[config.mk]
export PLATFORM = sky130hd
export DESIGN_NAME = ucsbece154b_bpred_gshare_flat
export DESIGN_NICKNAME = d
export VERILOG_FILES = /design/src/rtl/ucsbece154b_bpred_gshare_pkg.sv /design/src/rtl/ucsbece154b_bpred_gshare_if.sv /design/src/rtl/ucsbece154b_btb.sv /design/src/rtl/ucsbece154b_bpred_gshare.sv /design/src/flat_wrapper.sv
export SDC_FILE = /design/constraint.sdc
export NUM_CORES = 2
export LEC_CHECK = 0
export CAP_MARGIN = 20
export CORE_AREA = 2 2 531 401
export CTS_CLUSTER_SIZE = 40
export DETAILED_ROUTE_END_ITERATION = 16
export DIE_AREA = 0 0 533 403
export PLACE_DENSITY_LB_ADDON = 0.12
export SYNTH_ARGS = -nofsm -noshare
export SYNTH_HDL_FRONTEND = slang
export SYNTH_SLANG_ARGS = --single-unit
[constraint.sdc]
create_clock -name clk -period 5.73 [get_ports clk]
set_clock_uncertainty 0.05 [all_clocks]
set_input_delay 1.146 -clock clk [delete_from_list [all_inputs] [get_ports clk]]
set_output_delay 1.146 -clock clk [all_outputs]
set_load 0.02 [all_outputs]
[src/rtl/ucsbece154b_bpred_gshare_pkg.sv]
// Shared definitions for the gshare branch predictor: default sizing,
// PHT counter encodings and the BTB field-width helpers.
package ucsbece154b_bpred_gshare_pkg;

   localparam int NBITS_DEF = 32;
   localparam int IDX_W_DEF = 5;
   localparam int GHR_W_DEF = 5;
   localparam int CNT_W     = 32;

   // 2-bit saturating direction counter; bit [1] is the predicted direction.
   typedef enum logic [1:0] {
      PHT_SNT = 2'b00,
      PHT_WNT = 2'b01,
      PHT_WT  = 2'b10,
      PHT_ST  = 2'b11
   } pht_state_e;

   localparam pht_state_e PHT_RESET = PHT_WNT;

   // BTB tag covers everything above the index and the word-offset bits.
   function automatic int btb_tag_w(input int nbits, input int idx_w);
      return nbits - idx_w - 2;
   endfunction

   function automatic int btb_depth(input int idx_w);
      return 1 << idx_w;
   endfunction

   // Saturating step of a direction counter toward the resolved outcome.
   function automatic pht_state_e pht_next(input pht_state_e cur, input logic taken);
      pht_state_e nxt;
      nxt = cur;
      if (taken) begin
         case (cur)
            PHT_SNT: nxt = PHT_WNT;
            PHT_WNT: nxt = PHT_WT;
            PHT_WT:  nxt = PHT_ST;
            PHT_ST:  nxt = PHT_ST;
            default: nxt = cur;
         endcase
      end else begin
         case (cur)
            PHT_ST:  nxt = PHT_WT;
            PHT_WT:  nxt = PHT_WNT;
            PHT_WNT: nxt = PHT_SNT;
            PHT_SNT: nxt = PHT_SNT;
            default: nxt = cur;
         endcase
      end
      return nxt;
   endfunction

endpackage

[src/rtl/ucsbece154b_bpred_gshare_if.sv]
// Fetch-lookup and execute-update bundle between the datapath (master)
// and the predictor (slave). Signal names keep the datapath's _i/_o view.
interface ucsbece154b_bpred_gshare_if #(
   parameter int NBITS = 32,
   parameter int IDX_W = 5
) ();

   // fetch-side lookup
   logic [NBITS-1:0] pc_f_i;
   logic             predict_taken_o;
   logic [NBITS-1:0] target_o;
   logic [IDX_W-1:0] pht_index_o;

   // execute-side resolution
   logic             upd_valid_i;
   logic             upd_is_branch_i;
   logic             upd_taken_i;
   logic [NBITS-1:0] upd_pc_i;
   logic [NBITS-1:0] upd_target_i;
   logic [IDX_W-1:0] upd_pht_index_i;
   logic             upd_mispredict_i;

   // statistics
   logic [31:0]      branch_count_o;
   logic [31:0]      mispredict_count_o;

   modport master (
      output pc_f_i,
      output upd_valid_i, upd_is_branch_i, upd_taken_i,
      output upd_pc_i, upd_target_i, upd_pht_index_i, upd_mispredict_i,
      input  predict_taken_o, target_o, pht_index_o,
      input  branch_count_o, mispredict_count_o
   );

   modport slave (
      input  pc_f_i,
      input  upd_valid_i, upd_is_branch_i, upd_taken_i,
      input  upd_pc_i, upd_target_i, upd_pht_index_i, upd_mispredict_i,
      output predict_taken_o, target_o, pht_index_o,
      output branch_count_o, mispredict_count_o
   );

endinterface

[src/rtl/ucsbece154b_btb.sv]
// Direct-mapped tagged branch target buffer. One combinational read port
// for fetch, one clocked write port for resolution. Only the valid bits are
// reset; tag/target/is_jump of an invalid entry are never observed.
module ucsbece154b_btb
   import ucsbece154b_bpred_gshare_pkg::*;
#(
   parameter int NBITS = NBITS_DEF,
   parameter int IDX_W = IDX_W_DEF,
   parameter int TAG_W = btb_tag_w(NBITS, IDX_W)
) (
   input  logic             clk,
   input  logic             reset,

   input  logic [IDX_W-1:0] i_rd_idx,
   input  logic [TAG_W-1:0] i_rd_tag,
   output logic             o_rd_hit,
   output logic [NBITS-1:0] o_rd_target,
   output logic             o_rd_is_jump,

   input  logic             i_wr_en,
   input  logic [IDX_W-1:0] i_wr_idx,
   input  logic [TAG_W-1:0] i_wr_tag,
   input  logic [NBITS-1:0] i_wr_target,
   input  logic             i_wr_is_jump
);

   localparam int DEPTH = btb_depth(IDX_W);

   logic [DEPTH-1:0] r_valid;
   logic [TAG_W-1:0] r_tag     [DEPTH];
   logic [NBITS-1:0] r_target  [DEPTH];
   logic             r_is_jump [DEPTH];

   // Valid bits: cleared asynchronously, set by any write to the entry.
   always_ff @(posedge clk or posedge reset) begin
      if (reset) begin
         r_valid <= '0;
      end else if (i_wr_en) begin
         r_valid[i_wr_idx] <= 1'b1;
      end
   end

   // Payload: plain storage, the later write to an index always wins.
   always_ff @(posedge clk) begin
      if (i_wr_en) begin
         r_tag[i_wr_idx]     <= i_wr_tag;
         r_target[i_wr_idx]  <= i_wr_target;
         r_is_jump[i_wr_idx] <= i_wr_is_jump;
      end
   end

   // Read path: pre-write contents, no bypass from the write port.
   always_comb begin
      o_rd_hit     = r_valid[i_rd_idx] & (r_tag[i_rd_idx] == i_rd_tag);
      o_rd_target  = r_target[i_rd_idx];
      o_rd_is_jump = r_is_jump[i_rd_idx];
   end

endmodule

[src/rtl/ucsbece154b_bpred_gshare.sv]
// Gshare predictor: BTB (sub-module) plus PHT of 2-bit counters indexed by
// PC xor global history. Lookup is combinational on the fetch PC; state
// changes only on resolved branches/jumps, so the GHR is non-speculative.
module ucsbece154b_bpred_gshare
   import ucsbece154b_bpred_gshare_pkg::*;
#(
   parameter int NBITS = NBITS_DEF,
   parameter int IDX_W = IDX_W_DEF,
   parameter int GHR_W = GHR_W_DEF
) (
   input  logic                         clk,
   input  logic                         reset,
   ucsbece154b_bpred_gshare_if.slave    bp
);

   localparam int TAG_W = btb_tag_w(NBITS, IDX_W);
   localparam int DEPTH = btb_depth(IDX_W);

   pht_state_e       r_pht [DEPTH];
   logic [GHR_W-1:0] r_ghr;
   logic [CNT_W-1:0] r_branch_cnt;
   logic [CNT_W-1:0] r_mispredict_cnt;

   logic [IDX_W-1:0] w_f_idx;
   logic [TAG_W-1:0] w_f_tag;
   logic [IDX_W-1:0] w_ghr_ext;
   logic [IDX_W-1:0] w_pht_idx;
   pht_state_e       w_pht_cnt;
   logic             w_btb_hit;
   logic [NBITS-1:0] w_btb_target;
   logic             w_btb_is_jump;
   logic             w_predict;

   logic [IDX_W-1:0] w_u_idx;
   logic [TAG_W-1:0] w_u_tag;
   logic             w_upd_branch;
   logic             w_upd_jump;
   logic             w_btb_we;

   // Word-offset bits of both PCs carry no information for this predictor.
   logic             w_unused_pc_lsbs;
   assign w_unused_pc_lsbs = ^{bp.pc_f_i[1:0], bp.upd_pc_i[1:0]};

   // Fetch-side address split and gshare index; history is right-aligned.
   always_comb begin
      w_f_idx   = bp.pc_f_i[IDX_W+1:2];
      w_f_tag   = bp.pc_f_i[NBITS-1:IDX_W+2];
      w_ghr_ext = IDX_W'(r_ghr);
      w_pht_idx = w_f_idx ^ w_ghr_ext;
      w_pht_cnt = r_pht[w_pht_idx];
   end

   // Resolution-side decode. Not-taken branches never allocate in the BTB,
   // and a taken branch over a jump entry clears its is_jump flag.
   always_comb begin
      w_u_idx      = bp.upd_pc_i[IDX_W+1:2];
      w_u_tag      = bp.upd_pc_i[NBITS-1:IDX_W+2];
      w_upd_branch = bp.upd_valid_i & bp.upd_is_branch_i;
      w_upd_jump   = bp.upd_valid_i & ~bp.upd_is_branch_i;
      w_btb_we     = w_upd_jump | (w_upd_branch & bp.upd_taken_i);
   end

   ucsbece154b_btb #(
      .NBITS (NBITS),
      .IDX_W (IDX_W),
      .TAG_W (TAG_W)
   ) u_btb (
      .clk          (clk),
      .reset        (reset),
      .i_rd_idx     (w_f_idx),
      .i_rd_tag     (w_f_tag),
      .o_rd_hit     (w_btb_hit),
      .o_rd_target  (w_btb_target),
      .o_rd_is_jump (w_btb_is_jump),
      .i_wr_en      (w_btb_we),
      .i_wr_idx     (w_u_idx),
      .i_wr_tag     (w_u_tag),
      .i_wr_target  (bp.upd_target_i),
      .i_wr_is_jump (w_upd_jump)
   );

   // Prediction: jumps always redirect on a hit, branches follow the PHT.
   always_comb begin
      w_predict          = w_btb_hit & (w_btb_is_jump | w_pht_cnt[1]);
      bp.predict_taken_o = w_predict;
      bp.target_o        = w_predict ? w_btb_target : '0;
      bp.pht_index_o     = w_pht_idx;
   end

   // PHT: train the counter selected at fetch time on each resolved branch.
   always_ff @(posedge clk or posedge reset) begin
      if (reset) begin
         for (int i = 0; i < DEPTH; i++) begin
            r_pht[i] <= PHT_RESET;
         end
      end else if (w_upd_branch) begin
         r_pht[bp.upd_pht_index_i] <= pht_next(r_pht[bp.upd_pht_index_i], bp.upd_taken_i);
      end
   end

   // GHR: shift in the resolved direction of conditional branches only.
   always_ff @(posedge clk or posedge reset) begin
      if (reset) begin
         r_ghr <= '0;
      end else if (w_upd_branch) begin
         r_ghr <= {r_ghr[GHR_W-2:0], bp.upd_taken_i};
      end
   end

   // Statistics counters, free-running and wrapping.
   always_ff @(posedge clk or posedge reset) begin
      if (reset) begin
         r_branch_cnt     <= '0;
         r_mispredict_cnt <= '0;
      end else if (bp.upd_valid_i) begin
         if (bp.upd_is_branch_i) begin
            r_branch_cnt <= r_branch_cnt + 1'b1;
         end
         if (bp.upd_mispredict_i) begin
            r_mispredict_cnt <= r_mispredict_cnt + 1'b1;
         end
      end
   end

   // Expose the statistics.
   always_comb begin
      bp.branch_count_o     = r_branch_cnt;
      bp.mispredict_count_o = r_mispredict_cnt;
   end

endmodule

[src/flat_wrapper.sv]
// flat-port wrapper written by rule: the top's interface ports become plain ports
module ucsbece154b_bpred_gshare_flat import ucsbece154b_bpred_gshare_pkg::*;
#(
   parameter int NBITS = NBITS_DEF,
   parameter int IDX_W = IDX_W_DEF,
   parameter int GHR_W = GHR_W_DEF
)
  (clk, reset, bp_pc_f_i, bp_upd_valid_i, bp_upd_is_branch_i, bp_upd_taken_i, bp_upd_pc_i, bp_upd_target_i, bp_upd_pht_index_i, bp_upd_mispredict_i, bp_predict_taken_o, bp_target_o, bp_pht_index_o, bp_branch_count_o, bp_mispredict_count_o);
  ucsbece154b_bpred_gshare_if #(.NBITS(NBITS), .IDX_W(IDX_W)) bp_i ();
  input  logic clk;
  input  logic reset;
  input wire logic [$bits(bp_i.pc_f_i)-1:0] bp_pc_f_i;
  input wire logic [$bits(bp_i.upd_valid_i)-1:0] bp_upd_valid_i;
  input wire logic [$bits(bp_i.upd_is_branch_i)-1:0] bp_upd_is_branch_i;
  input wire logic [$bits(bp_i.upd_taken_i)-1:0] bp_upd_taken_i;
  input wire logic [$bits(bp_i.upd_pc_i)-1:0] bp_upd_pc_i;
  input wire logic [$bits(bp_i.upd_target_i)-1:0] bp_upd_target_i;
  input wire logic [$bits(bp_i.upd_pht_index_i)-1:0] bp_upd_pht_index_i;
  input wire logic [$bits(bp_i.upd_mispredict_i)-1:0] bp_upd_mispredict_i;
  output wire logic [$bits(bp_i.predict_taken_o)-1:0] bp_predict_taken_o;
  output wire logic [$bits(bp_i.target_o)-1:0] bp_target_o;
  output wire logic [$bits(bp_i.pht_index_o)-1:0] bp_pht_index_o;
  output wire logic [$bits(bp_i.branch_count_o)-1:0] bp_branch_count_o;
  output wire logic [$bits(bp_i.mispredict_count_o)-1:0] bp_mispredict_count_o;
  assign bp_i.pc_f_i = bp_pc_f_i;
  assign bp_i.upd_valid_i = bp_upd_valid_i;
  assign bp_i.upd_is_branch_i = bp_upd_is_branch_i;
  assign bp_i.upd_taken_i = bp_upd_taken_i;
  assign bp_i.upd_pc_i = bp_upd_pc_i;
  assign bp_i.upd_target_i = bp_upd_target_i;
  assign bp_i.upd_pht_index_i = bp_upd_pht_index_i;
  assign bp_i.upd_mispredict_i = bp_upd_mispredict_i;
  assign bp_predict_taken_o = bp_i.predict_taken_o;
  assign bp_target_o = bp_i.target_o;
  assign bp_pht_index_o = bp_i.pht_index_o;
  assign bp_branch_count_o = bp_i.branch_count_o;
  assign bp_mispredict_count_o = bp_i.mispredict_count_o;
  ucsbece154b_bpred_gshare #(.NBITS(NBITS), .IDX_W(IDX_W), .GHR_W(GHR_W)) u_core (.clk(clk), .reset(reset), .bp(bp_i));
endmodule
Word-level counts from Yosys, hierarchy flattened
Memories as Yosys holds them, arrays and structs flattened.
Index checks and enable logic that the tools add are counted.
Widths: inputs -> output; s select.
Word-level totals
  bits in registers: 165
  RAM bits: 1856
  input bits: 107
  output and inout bits: 102
  word-level logic and storage cells: 90
  memories kept: 3
Memory list
  u_core.u_btb.r_target: depth 32, bits a word 32, rd ports 1, clocked after memory_dff 0, write ports 1, line ucsbece154b_btb.sv:31  | logic [NBITS-1:0] r_target [DEPTH];
  u_core.u_btb.r_tag: depth 32, bits a word 25, rd ports 1, clocked after memory_dff 0, write ports 1, line ucsbece154b_btb.sv:30  | logic [TAG_W-1:0] r_tag [DEPTH];
  u_core.u_btb.r_is_jump: depth 32, bits a word 1, rd ports 1, clocked after memory_dff 0, write ports 1, line ucsbece154b_btb.sv:32  | logic r_is_jump [DEPTH];
Cells by class
  add/sub/neg operators: 2
  magnitude comparators: 6
  eq/ne operators: 4
  multiplexer cells: 20
  bitwise operators: 12
  reduce and logical (&&, ||, !) cells: 7
Operator list (number)
  $add 32x1->32 const B: 2
  $bwmux 64: 1
  $mux 32: 1
  $or 32x32->32: 1
  $eq 25x25->1: 1
  $bmux 2 s5: 2
  $mux 2: 7
  $ge 6x6->1 const B: 2
  $lt 5x6->1 const B: 2
  $not 5->6: 2
  $pmux 2 s3: 2
  $demux 2 s5: 1
  $lt 6x1->1 const B: 1
  $and 1x1->1: 5
  $bmux 1 s5: 1
  $demux 1 s5: 1
  $ge 5x1->1 const B: 1
  $xor 5x5->5: 1
  $eq 2x2->1 const B: 2
  $mux 1: 4
  $reduce_and 2->1: 2
  $reduce_or 2->1: 2
  $eq 2x1->1 const B: 1
  $logic_and 1x1->1: 2
  3 further kinds: 4

Depth between registers and ports, before layout
  word-level depth: 10
  mapped depth: 16
  depth with buffers taken out: 10

Hierarchy
From an unflattened synthesis, not the netlist that was laid out.
Unflattened totals
  cells, all modules: 3694
  area total of the unflattened synthesis: 78421.5 sq um
By module, submodules not included
  ucsbece154b_btb: times used 1, cells each 3036, area an instance 71832.6 sq um, sequential area each 56534.2 sq um
  ucsbece154b_bpred_gshare: times used 1, cells each 658, area an instance 6588.8 sq um, sequential area each 3368.2 sq um

Worst setup path after synthesis
OpenSTA, ideal clock, no wires.
  path kind: input to output
  start point: in bp_pc_f_i[2]
  end point: out bp_target_o[0]
  arrival time: 4137 ps
  data required time: 4534 ps
  slack: 397 ps
  cell stages on the path: 12
  buffers on the path: 5
  path through: buf_6 > buf_6 > buf_6 > buf_6 > buf_6 > mux4_2 > a221oi_2 > o211ai_1 > xor2_1 > nor4_1 > nand2_1 > nor4_1
Between the ends
  cells in the longest elaborated chain, start to end: 8
  elaborated cells between the ends (all ways): 15
  classes of those cells: eq/ne: 1; mux: 6; bitwise: 5; memory: 3
RTL lines
  start, declared: line flat_wrapper.sv:12  | input wire logic [$bits(bp_i.pc_f_i)-1:0] bp_pc_f_i;
  parallel branches: the longest is 7 deep, another holds $mem_v2 32x25
  $mux 32 (*): line ucsbece154b_bpred_gshare.sv:86  | bp.target_o = w_predict ? w_btb_target : '0;
  end, declared: line flat_wrapper.sv:21  | output wire logic [$bits(bp_i.target_o)-1:0] bp_target_o;
Mark *: on every way between the ends. The select of a mux whose other input is x is not followed.

Worst setup path in the final report
  start point: in bp_pc_f_i[2]
  end point: out bp_target_o[25]
Same word-level chain as after synthesis.

==> impl_metrics.env <==
export IMPL_finalNonFillerCells=7371
export IMPL_drive_gt1_frac=0.3059
export IMPL_portBuffers=204
export IMPL_grt_overflow=0
export IMPL_finalWirelength_mm=227.7
export IMPL_coreArea_sq_um=209900
export IMPL_grt_use_met3=0.03566
export IMPL_yosysUniqueCellTypes=60
export IMPL_dp_hpwl_mm=122.3
export IMPL_maxCapViolations=0
export IMPL_gr_usage_met2=0.3144
export IMPL_status="finished clean"
export IMPL_row_count=146
export IMPL_fin_area_sq_um=95510
export IMPL_path_clk_slew_ns=0.06
export IMPL_vias_per_cell=5.485
export IMPL_ys_ff_latch=2021
export IMPL_wl_per_cell_um=30.89
export IMPL_yosysSeqAreaShare=0.7540
export IMPL_crit_path_start_kind="primary input"
export IMPL_clock_sinks=2021
export IMPL_drt_initial_drc_count=4132
export IMPL_synth_edff_count=1856
export IMPL_grt_busiest_layer="met1"
export IMPL_power_leakage_nw=31.73
export IMPL_async_reset_ff_frac=0.08164
export IMPL_grt_pass1_vias=40280
export IMPL_slew_headroom=0.2819
export IMPL_ctsHoldBuffers=0
export IMPL_fin_crit_sh=0.9944
export IMPL_synth_ff_type="edfxtp_1"
export IMPL_synth_area_sq_um=79440
export IMPL_remaining_drc_errors=0
export IMPL_hp_class="reg -> reg"
export IMPL_grt_pass1_wl_mm=316.7
export IMPL_yosys_area_top_type_share=0.7015
export IMPL_area_growth_pct=20.23
export IMPL_crit_start="bp_pc_f_i[2]"
export IMPL_die_y_um=403
export IMPL_dieArea_sq_um=214800
export IMPL_worst_pin_slew_ns=1.074
export IMPL_syn_mean_instance_area_sq_um=20.79
export IMPL_hold_viol=0
export IMPL_synth_top_area_cell="edfxtp_1"
export IMPL_critPathKind="in -> out"
export IMPL_fin_tns_setup_ns=0
export IMPL_numCtsBuffers=203
export IMPL_n_fill_cell=17680
export IMPL_synthCells=3822
export IMPL_fmax_mhz=175.5
export IMPL_ant_nets=0
export IMPL_clk_latency_ns=0.82
export IMPL_firstDrtPassIters=7
export IMPL_ir_drop_mv=0.2407
export IMPL_maxSlewViolCount=0
export IMPL_start_util=0.3785
export IMPL_min_from="u_core.u_btb.r_valid[11]"
export IMPL_die_w_um=533
export IMPL_finalNetCount=4502
export IMPL_synth_area_leaders="edfxtp_1 70%, mux4_2 13%, dfrtp_1 4.2%, mux2i_1 2.8%, dfstp_2 1.1%"
export IMPL_worst_path_max_fanout=13
export IMPL_use_met1=0.3197
export IMPL_p_per_area_nw_per_um2=333.6
export IMPL_yosysMostFrequentCell="edfxtp_1"
export IMPL_yosysWarnings=0
export IMPL_max_clock_path_buffers=3
export IMPL_synthTopCellsByCount="1856 x edfxtp_1, 460 x mux4_2, 220 x mux2i_1"
export IMPL_cts_root_buf="clkbuf_16"
export IMPL_fin_hold_ws_ns=0.4136
export IMPL_rr_startpoint="u_core.r_pht[16]"
export IMPL_syn_num_nets=3931
export IMPL_htree_levels=4
export IMPL_end_kind="primary output"
export IMPL_track_usage=0.2082
export IMPL_final_setup_viol_count=0
export IMPL_antenna_found_initial=14
export IMPL_post_route_min_period_ns=5.698
export IMPL_dp_cells=6926
export IMPL_place_area_sq_um=87450
export IMPL_grt_start_max_net_pins=108
export IMPL_pin_count=209
export IMPL_cp_required_ns=4.53
export IMPL_rsz0062_at_grt="yes"
export IMPL_num_vias=40430
export IMPL_critPathArrivalTime_ns=4.50
export IMPL_cts_tree="yes"
export IMPL_place_congestion=0.7647
-- what timing repair did --
action	in CTS	in global routing
resized for setup	198	94
setup buffers	6	37
setup endpoints to repair	33	33
pin swaps	3	41
gates cloned	3	10
-- through the flow --
| step | setup slack, ns | utilization | total power, mW |
|---|---|---|---|
| 3_5_place_dp | -0.9149 | 0.4166 | 19.10 |
| 5_1_grt | -0.08362 | 0.4550 | 32.92 |
| 6_report | 0.03193 | 0.4551 | 31.86 |
| 2_1_floorplan | 0.1253 | - | 18.01 |
| 3_3_place_gp | -0.9129 | 0.4164 | 19.07 |
| 4_1_cts | 0.006440 | 0.4477 | 32.05 |
-- layer usage --
| layer | part of all wire | routed length, um |
|---|---|---|
| met4 | 0.015 | 3479 |
| met1 | 0.47 | 107400 |
| met5 | 0.00029 | 65 |
| met3 | 0.061 | 13900 |
| met2 | 0.45 | 102800 |
-- worst max-delay path, stage by stage --
cell	delay, ns
buf_16	0.14
buf_12	0.14
buf_16	0.15
buf_16	0.18
mux4_2	0.58
a221oi_2	0.30
o211ai_1	0.18
xor2_1	0.18
nor4_2	0.39
buf_4	0.21
nand2_8	0.11
clkbuf_16	0.24
nor4_4	0.27
buf_4	0.19
-- cell type report --
class	count	area [sq um]	area share
flip-flops and latches	2021	59900	0.6272
multi-input cells	1591	19200	0.2011
inverters	11	52.55	0.0005502
clock inverters	112	947.2	0.009917
clock buffers	257	5416	0.05671
well taps	2812	3518	0.03684
repair buffers	565	6467	0.06771
diodes	2	5.005	0.00005240
-- sequential cells by signal, indices dropped and copies added, names as in the netlist --
register                      count
u_core.bp.mispredict_count_o     32
u_core.u_btb.r_is_jump           32
u_core.r_ghr                      5
u_core.u_btb.r_valid             32
u_core.u_btb.r_tag              800
u_core.u_btb.r_target          1024
u_core.r_pht                     64
u_core.bp.branch_count_o         32
-- report_power, final --
group          internal [mW]  switching [mW]
Clock                   7.22            5.69
Sequential              16.4           0.138
Combinational           1.08            1.32
Total                   24.7            7.15
-- cells by family after synthesis --
kind of cell,after synthesis,synth area share
compound gates,183,0.01647
xor+xnor,87,0.009591
fa+ha+maj,4,0.0005669
buf+inv,210,0.01373
flops,2021,0.7540
mux,757,0.1694
simple gates,560,0.03619
-- path summary, 6_finish.rpt --
path,end,slack (ns),cells past startpoint
worst max-delay path,bp_target_o[25],0.03,14
worst min-delay path,u_core.u_btb.r_valid[11],0.41,1
worst max register to register,u_core.r_pht[13],3.04,7
worst min register to register,u_core.u_btb.r_valid[11],0.41,1
max in group asynchronous,u_core.u_btb.r_valid[20],3.90,4
min in group asynchronous,u_core.bp.branch_count_o[11],0.60,2
-- placed cells by master, fill, tap and decap left out, types with 16 or more instances in the layout --
cell type	netlist	layout
mux4_2	460	460
xnor2_1	62	60
nand4_1	17	17
dfstp_2	32	32
nor2_4	0	33
dfrtp_1	133	133
or2_2	37	37
edfxtp_1	1856	1856
clkbuf_16	0	219
a22oi_1	93	92
nand2_1	207	205
nor4_4	0	34
and3_1	21	21
o21ai_0	21	16
nand3_1	93	88
buf_12	0	79
clkdlybuf4s50_1	0	166
buf_16	0	23
mux2i_1	220	216
mux2_2	74	74
nor2_1	89	52
xor2_1	25	25
buf_4	19	264
clkinv_2	0	37
clkinv_1	1	45
clkbuf_1	89	44
No activity file was read; power rests on OpenSTA's default activity.
